File: src/rtl/instr_fetch_pkg.sv
// ----------------------------------------------------------------------------
// instr_fetch_pkg
// Definitions shared by the fetch stage and the control unit of the
// single-cycle CPU: next-PC select encodings, the default halt opcode,
// the RUN/HALT state type and the branch target helper.
// No ports (package).
// ----------------------------------------------------------------------------
package instr_fetch_pkg;

    // Next-PC select as driven by the control unit on PCsrc
    typedef enum logic [1:0] {
        PCSRC_SEQ    = 2'b00,
        PCSRC_BRANCH = 2'b01,
        PCSRC_JUMP   = 2'b10,
        PCSRC_HOLD   = 2'b11
    } pcsrc_e;

    // Fetch state machine states
    typedef enum logic {
        ST_RUN  = 1'b0,
        ST_HALT = 1'b1
    } state_e;

    // Opcode that stops the core
    localparam logic [5:0] HALT_OPCODE = 6'b111111;

    // Branch target: sign-extended word offset added to PC+4, wrapping at 2^32
    function automatic logic [31:0] branch_target(input logic [31:0] pc4,
                                                  input logic [15:0] imm16);
        return pc4 + {{14{imm16[15]}}, imm16, 2'b00};
    endfunction

endpackage

File: src/rtl/instr_fetch_rom.sv
// ----------------------------------------------------------------------------
// instr_rom
// Byte-addressed instruction ROM with a combinational 32-bit read.
// The word is assembled big-endian (byte[addr] lands in bits 31:24). Any
// read whose last byte falls outside the ROM returns a halt instruction
// instead of a partial word. Contents arrive as the ROM_IMAGE parameter,
// byte i held in ROM_IMAGE[8*i +: 8], so the array is a pure constant.
// Ports:
//   addr   in  32  byte address, not required to be word aligned
//   rd_en  in   1  1 = read enabled, 0 = word forced to zero
//   word   out 32  fetched instruction word
// ----------------------------------------------------------------------------
module instr_rom
    import instr_fetch_pkg::*;
#(
    parameter int                     MEM_BYTES = 128,
    parameter logic [5:0]             HALT_OP   = HALT_OPCODE,
    parameter logic [MEM_BYTES*8-1:0] ROM_IMAGE = '0
) (
    input  logic [31:0] addr,
    input  logic        rd_en,
    output logic [31:0] word
);

    localparam int ADDR_W = $clog2(MEM_BYTES);

    // One extra bit so addresses near 2^32 do not wrap back into range
    logic [32:0] lastByte;
    assign lastByte = {1'b0, addr} + 33'd3;

    // Read mux: disabled -> zero, out of range -> halt word, else four bytes
    always_comb begin
        logic [ADDR_W-1:0] byteIdx;
        word    = '0;
        byteIdx = '0;
        if (rd_en) begin
            if (lastByte >= 33'(MEM_BYTES)) begin
                word = {HALT_OP, 26'b0};
            end else begin
                for (int i = 0; i < 4; i++) begin
                    byteIdx             = addr[ADDR_W-1:0] + ADDR_W'(i);
                    word[31-8*i -: 8]   = ROM_IMAGE[{byteIdx, 3'b000} +: 8];
                end
            end
        end
    end

endmodule

File: src/rtl/instr_fetch.sv
// ----------------------------------------------------------------------------
// instr_fetch
// Fetch stage of the single-cycle CPU. Holds the PC, reads the instruction
// ROM combinationally, splits the word into fields for the control unit and
// selects the next PC from PCen/PCsrc. A RUN/HALT machine stops fetching
// when a halt opcode is read (or the PC leaves the ROM); only Reset exits.
//
// Build option: define IFETCH_INSTR_CNT_EN to get a 32-bit retired
// instruction counter on InstrCnt; without it InstrCnt is constant zero and
// no counter flops exist.
//
// Ports:
//   CLK          in   1   clock, rising edge
//   Reset        in   1   asynchronous, active-high
//   PCen         in   1   0 = PC loads 0, 1 = PC loads next PC
//   PCsrc        in   2   00 PC+4, 01 branch, 10 jump, 11 hold
//   InsMemRW     in   1   ROM read enable
//   PC           out 32   current PC
//   PC4          out 32   PC+4
//   Instruction  out 32   fetched word
//   Opcode       out  6   Instruction[31:26]
//   rs, rt, rd   out  5   Instruction[25:21], [20:16], [15:11]
//   Imm16        out 16   Instruction[15:0]
//   JAddr        out 26   Instruction[25:0]
//   Halted       out  1   state is HALT
//   InstrCnt     out 32   retired instruction count
// ----------------------------------------------------------------------------
module instr_fetch
    import instr_fetch_pkg::*;
#(
    parameter int                     MEM_BYTES = 128,
    parameter logic [5:0]             HALT_OP   = HALT_OPCODE,
    parameter logic [MEM_BYTES*8-1:0] ROM_IMAGE = '0
) (
    input  logic        CLK,
    input  logic        Reset,
    input  logic        PCen,
    input  logic [1:0]  PCsrc,
    input  logic        InsMemRW,
    output logic [31:0] PC,
    output logic [31:0] PC4,
    output logic [31:0] Instruction,
    output logic [5:0]  Opcode,
    output logic [4:0]  rs,
    output logic [4:0]  rt,
    output logic [4:0]  rd,
    output logic [15:0] Imm16,
    output logic [25:0] JAddr,
    output logic        Halted,
    output logic [31:0] InstrCnt
);

    logic [31:0] pc_q;
    logic [31:0] pc_d;
    state_e      state_q;
    logic        haltNow;

    instr_rom #(
        .MEM_BYTES (MEM_BYTES),
        .HALT_OP   (HALT_OP),
        .ROM_IMAGE (ROM_IMAGE)
    ) u_rom (
        .addr  (pc_q),
        .rd_en (InsMemRW),
        .word  (Instruction)
    );

    assign PC     = pc_q;
    assign PC4    = pc_q + 32'd4;
    assign Opcode = Instruction[31:26];
    assign rs     = Instruction[25:21];
    assign rt     = Instruction[20:16];
    assign rd     = Instruction[15:11];
    assign Imm16  = Instruction[15:0];
    assign JAddr  = Instruction[25:0];
    assign Halted = (state_q == ST_HALT);

    // A disabled ROM reads as opcode 0, which must never count as a halt
    assign haltNow = (state_q == ST_RUN) && InsMemRW && (Opcode == HALT_OP);

    // Next-PC mux; PCen low forces PC to zero regardless of PCsrc
    always_comb begin
        pc_d = pc_q;
        if (!PCen) begin
            pc_d = '0;
        end else begin
            case (pcsrc_e'(PCsrc))
                PCSRC_SEQ:    pc_d = PC4;
                PCSRC_BRANCH: pc_d = branch_target(PC4, Imm16);
                PCSRC_JUMP:   pc_d = {PC4[31:28], JAddr, 2'b00};
                PCSRC_HOLD:   pc_d = pc_q;
                default:      pc_d = pc_q;
            endcase
        end
    end

    // RUN/HALT machine with the PC register; the halting edge leaves the PC
    // on the halt instruction and HALT then freezes everything until Reset
    always_ff @(posedge CLK or posedge Reset) begin
        if (Reset) begin
            state_q <= ST_RUN;
            pc_q    <= '0;
        end else begin
            case (state_q)
                ST_RUN: begin
                    if (haltNow) begin
                        state_q <= ST_HALT;
                    end else begin
                        pc_q <= pc_d;
                    end
                end
                ST_HALT: begin
                    state_q <= ST_HALT;
                end
                default: begin
                    state_q <= ST_RUN;
                end
            endcase
        end
    end

`ifdef IFETCH_INSTR_CNT_EN
    logic [31:0] instrCnt_q;
    logic        retire;

    // An instruction retires whenever the PC is actually loaded in RUN;
    // a plain hold (PCen=1, PCsrc=11) and the halt edge do not count
    assign retire = (state_q == ST_RUN) && !haltNow &&
                    !(PCen && (pcsrc_e'(PCsrc) == PCSRC_HOLD));

    // Retired instruction counter, wraps naturally at 2^32
    always_ff @(posedge CLK or posedge Reset) begin
        if (Reset) begin
            instrCnt_q <= '0;
        end else if (retire) begin
            instrCnt_q <= instrCnt_q + 32'd1;
        end
    end

    assign InstrCnt = instrCnt_q;
`else
    assign InstrCnt = 32'h0;
`endif

endmodule

File: config.mk
export PLATFORM = sky130hd
export DESIGN_NAME = instr_fetch
export DESIGN_NICKNAME = d
export VERILOG_FILES = /design/src/rtl/instr_fetch_pkg.sv /design/src/rtl/instr_fetch_rom.sv /design/src/rtl/instr_fetch.sv
export SDC_FILE = /design/constraint.sdc
export NUM_CORES = 1
export LEC_CHECK = 0
export BUFFER_PORTS_ARGS = -buffer_cell sky130_fd_sc_hd__buf_4
export CAP_MARGIN = 10
export CORE_MARGIN = 2
export CORE_UTILIZATION = 40
export DETAILED_ROUTE_END_ITERATION = 8
export PLACE_DENSITY_LB_ADDON = 0.1
export SLEW_MARGIN = 20
export SYNTH_ARGS = -nofsm -noshare
export SYNTH_HDL_FRONTEND = slang
export SYNTH_SLANG_ARGS = --single-unit
File: constraint.sdc
create_clock -name CLK -period 2.2 [get_ports CLK]
set_input_delay 0.22 -clock CLK [delete_from_list [all_inputs] [get_ports CLK]]
set_output_delay 0.22 -clock CLK [all_outputs]
set_load 0.01 [all_outputs]
After elaboration in Yosys (flattened, before gate mapping). Cells that the tools add are included.

Add/sub/neg operators: 6. Order comparisons: 1. Equality and inequality tests: 5. Shift operators: 4. Mux-type cells: 6. Bitwise operators: 2. Reduce and logical (&&, ||, !) cells: 4.

Operators with widths (number): indexed part select 1024 x 11 -> 8 bit, first input constant (4); two-way mux 32 bit (3); one-hot mux 32 bit (3 select lines) (1); adder 32 x 2 -> 33 bit, second input constant (1); >= comparator 33 x 8 -> 1 bit, second input constant (1); adder 32 x 3 -> 32 bit, second input constant (1); adder 32 bit (1); adder 7 x 2 -> 7 bit, second input constant (2); adder 7 x 1 -> 7 bit, second input constant (1); == test 6 bit, second input constant (1); == test 2 bit, second input constant (2); AND reduction 3 bit (1); == test 2 x 1 -> 1 bit, second input constant (1); logical AND 1 bit (2); logical NOT 2 bit (1); != test 2 bit, second input constant (1); inverter 1 bit (2); one-hot mux 1 bit (2 select lines) (1); two-way mux 1 bit (1).

Register bits after elaboration: 33. Bits of input ports: 6. Logic and storage cells: 30.

Longest topological paths before layout.
Word-level depth: 8. Mapped depth: 9.

Modules after synthesis. From an unflattened synthesis, not the netlist that was laid out.

Cell total of the unflattened synthesis: 716. Area total of the unflattened synthesis: 5272.6 um^2.

Modules (own cells, without submodules): instr_fetch (times used 1, cells an instance 630, area each 4719.5 um^2, sequential area each 775.7 um^2); instr_rom (times used 1, cells an instance 86, area each 553.0 um^2, sequential area each 0.0 um^2).

Least setup slack after synthesis. No wires, ideal clock.

Path kind: flip-flop to flip-flop. Start point: reg pc_q[2], in the netlist PC[2]. End point: reg pc_q[26], in the netlist PC[26]. Setup time: 0.126 ns. Arrival time: 2.158 ns. Required time: 2.074 ns. Setup slack: -0.084 ns. Cell stages (with the launch flop): 7. Buffers on the path: 0. Clock period less this slack: 2.284 ns. Cells stage by stage: dfrtp_1 -> ha_1 -> nand3_1 -> nor4_4 -> nand4_1 -> and2_1 -> a221o_1.

Cells in the longest elaborated chain, start to end: 8.

Ends and longest elaborated chain: start, declared (line instr_fetch.sv:53) `logic [31:0] pc_q;`; start signal, assigned (line instr_fetch.sv:109) `pc_q <= pc_d;`; branches (longest 8 deep; another with adder 32 x 2 -> 33 bit).

Several ways; the timed one is not identified. A chain may end at the register's enable or synchronous reset.

Worst setup path in the final report.
Start point: reg pc_q[7], in the netlist PC[7]. End point: out PC4[21].

Cells in the longest elaborated chain, start to end: 1.

Ends and longest elaborated chain: adder 32 x 3 -> 32 bit (line instr_fetch.sv:69) `assign PC4 = pc_q + 32'd4;`; end, declared (line instr_fetch.sv:41) `output logic [31:0] PC4,`.

Every way passes these cells.

==> impl_metrics.tcl <==
set metrics [dict create \
    status "completed" \
    synth-async-reset-ratio 1.00 \
    yosys_warnings 0 \
    ys_ff_latch 31 \
    num_rows 32 \
    core-area_sq_um 7650 \
    r2r_start "PC[8]$_DFFE_PP0P_" \
    cts-root-buf "clkbuf_8" \
    critical_path.max_fanout 5 \
    grt_pass1_vias 2406 \
    synth_area_sq_um 3130 \
    nNetsFinal 518 \
    irDropWorstVdd_v 0.000197 \
    avgSynthCellArea_sq_um 8.31 \
    cp.arrival_ns 1.97 \
    cts_tree "done" \
    slew_headroom 0.443 \
    end_kind "output pin" \
    final_area_sq_um 4270 \
    finalCriticalPeriod_ns 2.19 \
    die_y_um 92.5 \
    overflow 0 \
    htreeDepth 2 \
    wl_per_cell_um 13.5 \
    cp_data_required_time_ns 1.98 \
    powerDensity_nw_per_um2 388 \
    holdWs_ns 0.102 \
    path_clk_slew_ns 0.07 \
    min_path_type "in -> async" \
    diodes 0 \
    clockBufferDepth 2 \
    port_buffers 78 \
    syn2layout_area_growth_pct 36.2 \
    grt_usage 0.177 \
    setup_violations 0 \
    reg2reg_setup_slack_ns 0.05 \
    leakage_nw 2.26 \
    drive_above_1_share 0.402 \
    fmax_mhz 457 \
    grt_max_degree 22 \
    place_congestion 0.845 \
    critPathKind "reg -> out" \
    die_w_um 92.5 \
    cts_hold_buf 0 \
    yosysSeqAreaShare 0.248 \
    synth_flop_cell "dfrtp_1" \
    r2r_cells 8 \
    synthDistinctLibCells 41 \
    vias 2818 \
    dr.first_iter.drc_count 136 \
    cts.sinks 31 \
    synth_edf_count 0 \
    io_pins 198 \
    hpwl_um 6080 \
    placed_area_sq_um 3650 \
    critical_path.startpoint_type "flip-flop" \
    fin_crit_sh 0.994 \
    grt_first_pass_wirelength_um 11800 \
    max_cap_viol_count 0 \
    hold_violations 0 \
    r2r_end "PC[25]$_DFFE_PP0P_" \
    slew_violations 0 \
    fillCellCount 705 \
    cts_made_buffers 5 \
    antenna_found_initial 0 \
    initial_core_util 0.410 \
    drtPass1Iterations 5 \
    finalClockSkew_ns 0.00323 \
    wl_um 8260 \
    worst_pin_slew_ns 0.835 \
    clock_latency_ns 0.28 \
    antenna_left 0 \
    rsz0062_at_grt "true" \
    dieArea_sq_um 8560 \
    syn_inst 377 \
    viasPerCell 4.62 \
    drc 0 \
]
==> how the worst max path moves through the flow <==
stage                            from                 end  slack, ns
global placement    PC[3]$_DFFE_PP0P_  PC[26]$_DFFE_PP0P_       0.07
CTS                 PC[3]$_DFFE_PP0P_             PC4[12]      -0.05
finish              PC[7]$_DFFE_PP0P_             PC4[21]       0.01
global route        PC[2]$_DFFE_PP0P_             PC4[30]      -0.06
detailed placement  PC[2]$_DFFE_PP0P_  PC[31]$_DFFE_PP0P_      0.003
floorplan           PC[4]$_DFFE_PP0P_  PC[31]$_DFFE_PP0P_       0.01
==> per-stage QoR <==
step           setup slack (ns)  utilization  setup TNS, ns  instances  power (W)
5_1_grt                 -0.0617        0.558         -0.387        610    0.00175
4_1_cts                 -0.0478        0.512         -0.169        600    0.00162
3_3_place_gp             0.0654        0.478              0        579    0.00115
6_report                 0.0142        0.558              0        610    0.00166
3_5_place_dp            0.00320        0.478              0        579    0.00115
2_1_floorplan            0.0121            -              0        495    0.00109
==> state kept, by name, indices dropped and copies added, names as in the netlist <==
register and cells:
PC 30, Halted 1
==> logic make-up (layout without fill, tap and decap cells) <==
family                     after synthesis  after routing  synth area share
adders and majority gates                4              4            0.0160
AOI/OAI and AO/OA                       52             52             0.125
xor gates and xnor gates                25             25            0.0699
other                                    1            119           0.00120
DFF                                     31             31             0.248
buffers and inverters                  160            173             0.351
and+or+nand+nor                        104            104             0.189
==> power breakdown <==
part	switching, W	leakage, nW	internal, W
logic	0.000334	1.80	0.000238
registers	0.0000277	0.413	0.000603
clock network	0.000210	0.0470	0.000245
==> routing by layer <==
metal	track usage	part of all wire	vias up	routed length [um]
met5	0	0	-	0
met4	0.0448	0.011	0	94
met3	0.0391	0.074	12	611
met2	0.296	0.50	146	4130
met1	0.231	0.41	1346	3430
li1	-	-	1314	-
==> layout make-up <==
class	instances	area (sq um)	area share
multi-input cells	304	1990	0.466
repair buffers	158	1250	0.294
flip-flops and latches	31	778	0.182
well taps	102	128	0.0299
clock buffers	6	82.6	0.0193
inverters	8	30.0	0.00704
clock inverters	1	5.00	0.00117
==> timing repair <==
item                       CTS  global route
cloned                       0             1
buffers inserted            14             9
setup endpoints to repair   16            45
pin swaps                    6            19
gates resized for setup     15            53
==> Yosys cell counts (2+ instances only) <==
master / instances / area (sq um)
ha_1: 4 / 50.1
o41ai_1: 3 / 26.3
nor2_1: 17 / 63.8
or4_1: 5 / 37.5
o211ai_1: 2 / 15.0
a22o_1: 10 / 87.6
nand3_1: 12 / 60.1
o31ai_1: 9 / 67.6
o21a_1: 2 / 15.0
buf_2: 2 / 10.0
xnor2_1: 14 / 123
or3_1: 5 / 31.3
dfrtp_1: 31 / 776
and3_1: 4 / 25.0
nand2b_1: 2 / 12.5
nand4_1: 7 / 43.8
buf_4: 130 / 976
nor4_1: 11 / 68.8
xor2_1: 11 / 96.3
o21ai_0: 12 / 60.1
nand2_1: 17 / 63.8
nor3_1: 10 / 50.1
and4_1: 5 / 43.8
inv_1: 8 / 30.0
clkbuf_2: 2 / 10.0
a221o_1: 6 / 60.1
and2_1: 4 / 25.0
a41oi_1: 2 / 17.5
a31oi_1: 2 / 12.5
clkbuf_1: 17 / 63.8
==> layout by cell type, fill, tap and decap left out, types with 3 or more instances in the layout <==
cell type / synthesis / layout
or4_1: 5 / 3
nor3_1: 10 / 8
and2_1: 4 / 4
a22o_1: 10 / 10
dfrtp_1: 31 / 29
nor2_1: 17 / 16
o31ai_4: 0 / 3
clkbuf_8: 0 / 6
xnor2_1: 14 / 10
and3_1: 4 / 3
o31ai_1: 9 / 6
xor2_1: 11 / 9
nand4_1: 7 / 7
a221o_1: 6 / 6
conb_1: 1 / 119
nand2_1: 17 / 16
xnor2_2: 0 / 4
inv_1: 8 / 8
o21ai_0: 12 / 11
nand3_2: 0 / 3
ha_1: 4 / 3
nand3_1: 12 / 7
buf_4: 130 / 143
or3_1: 5 / 4
nor4_4: 1 / 3
buf_6: 1 / 13
nor4_1: 11 / 8
==> worst max-delay path, cell delays in order, from the launching register on <==
cell      delay [ns]
dfrtp_1         0.38
buf_6           0.12
nand4_4         0.11
or3_4           0.43
or4_4           0.46
nand2b_4        0.09
buf_6           0.09
(Power assumes the default switching activity.)
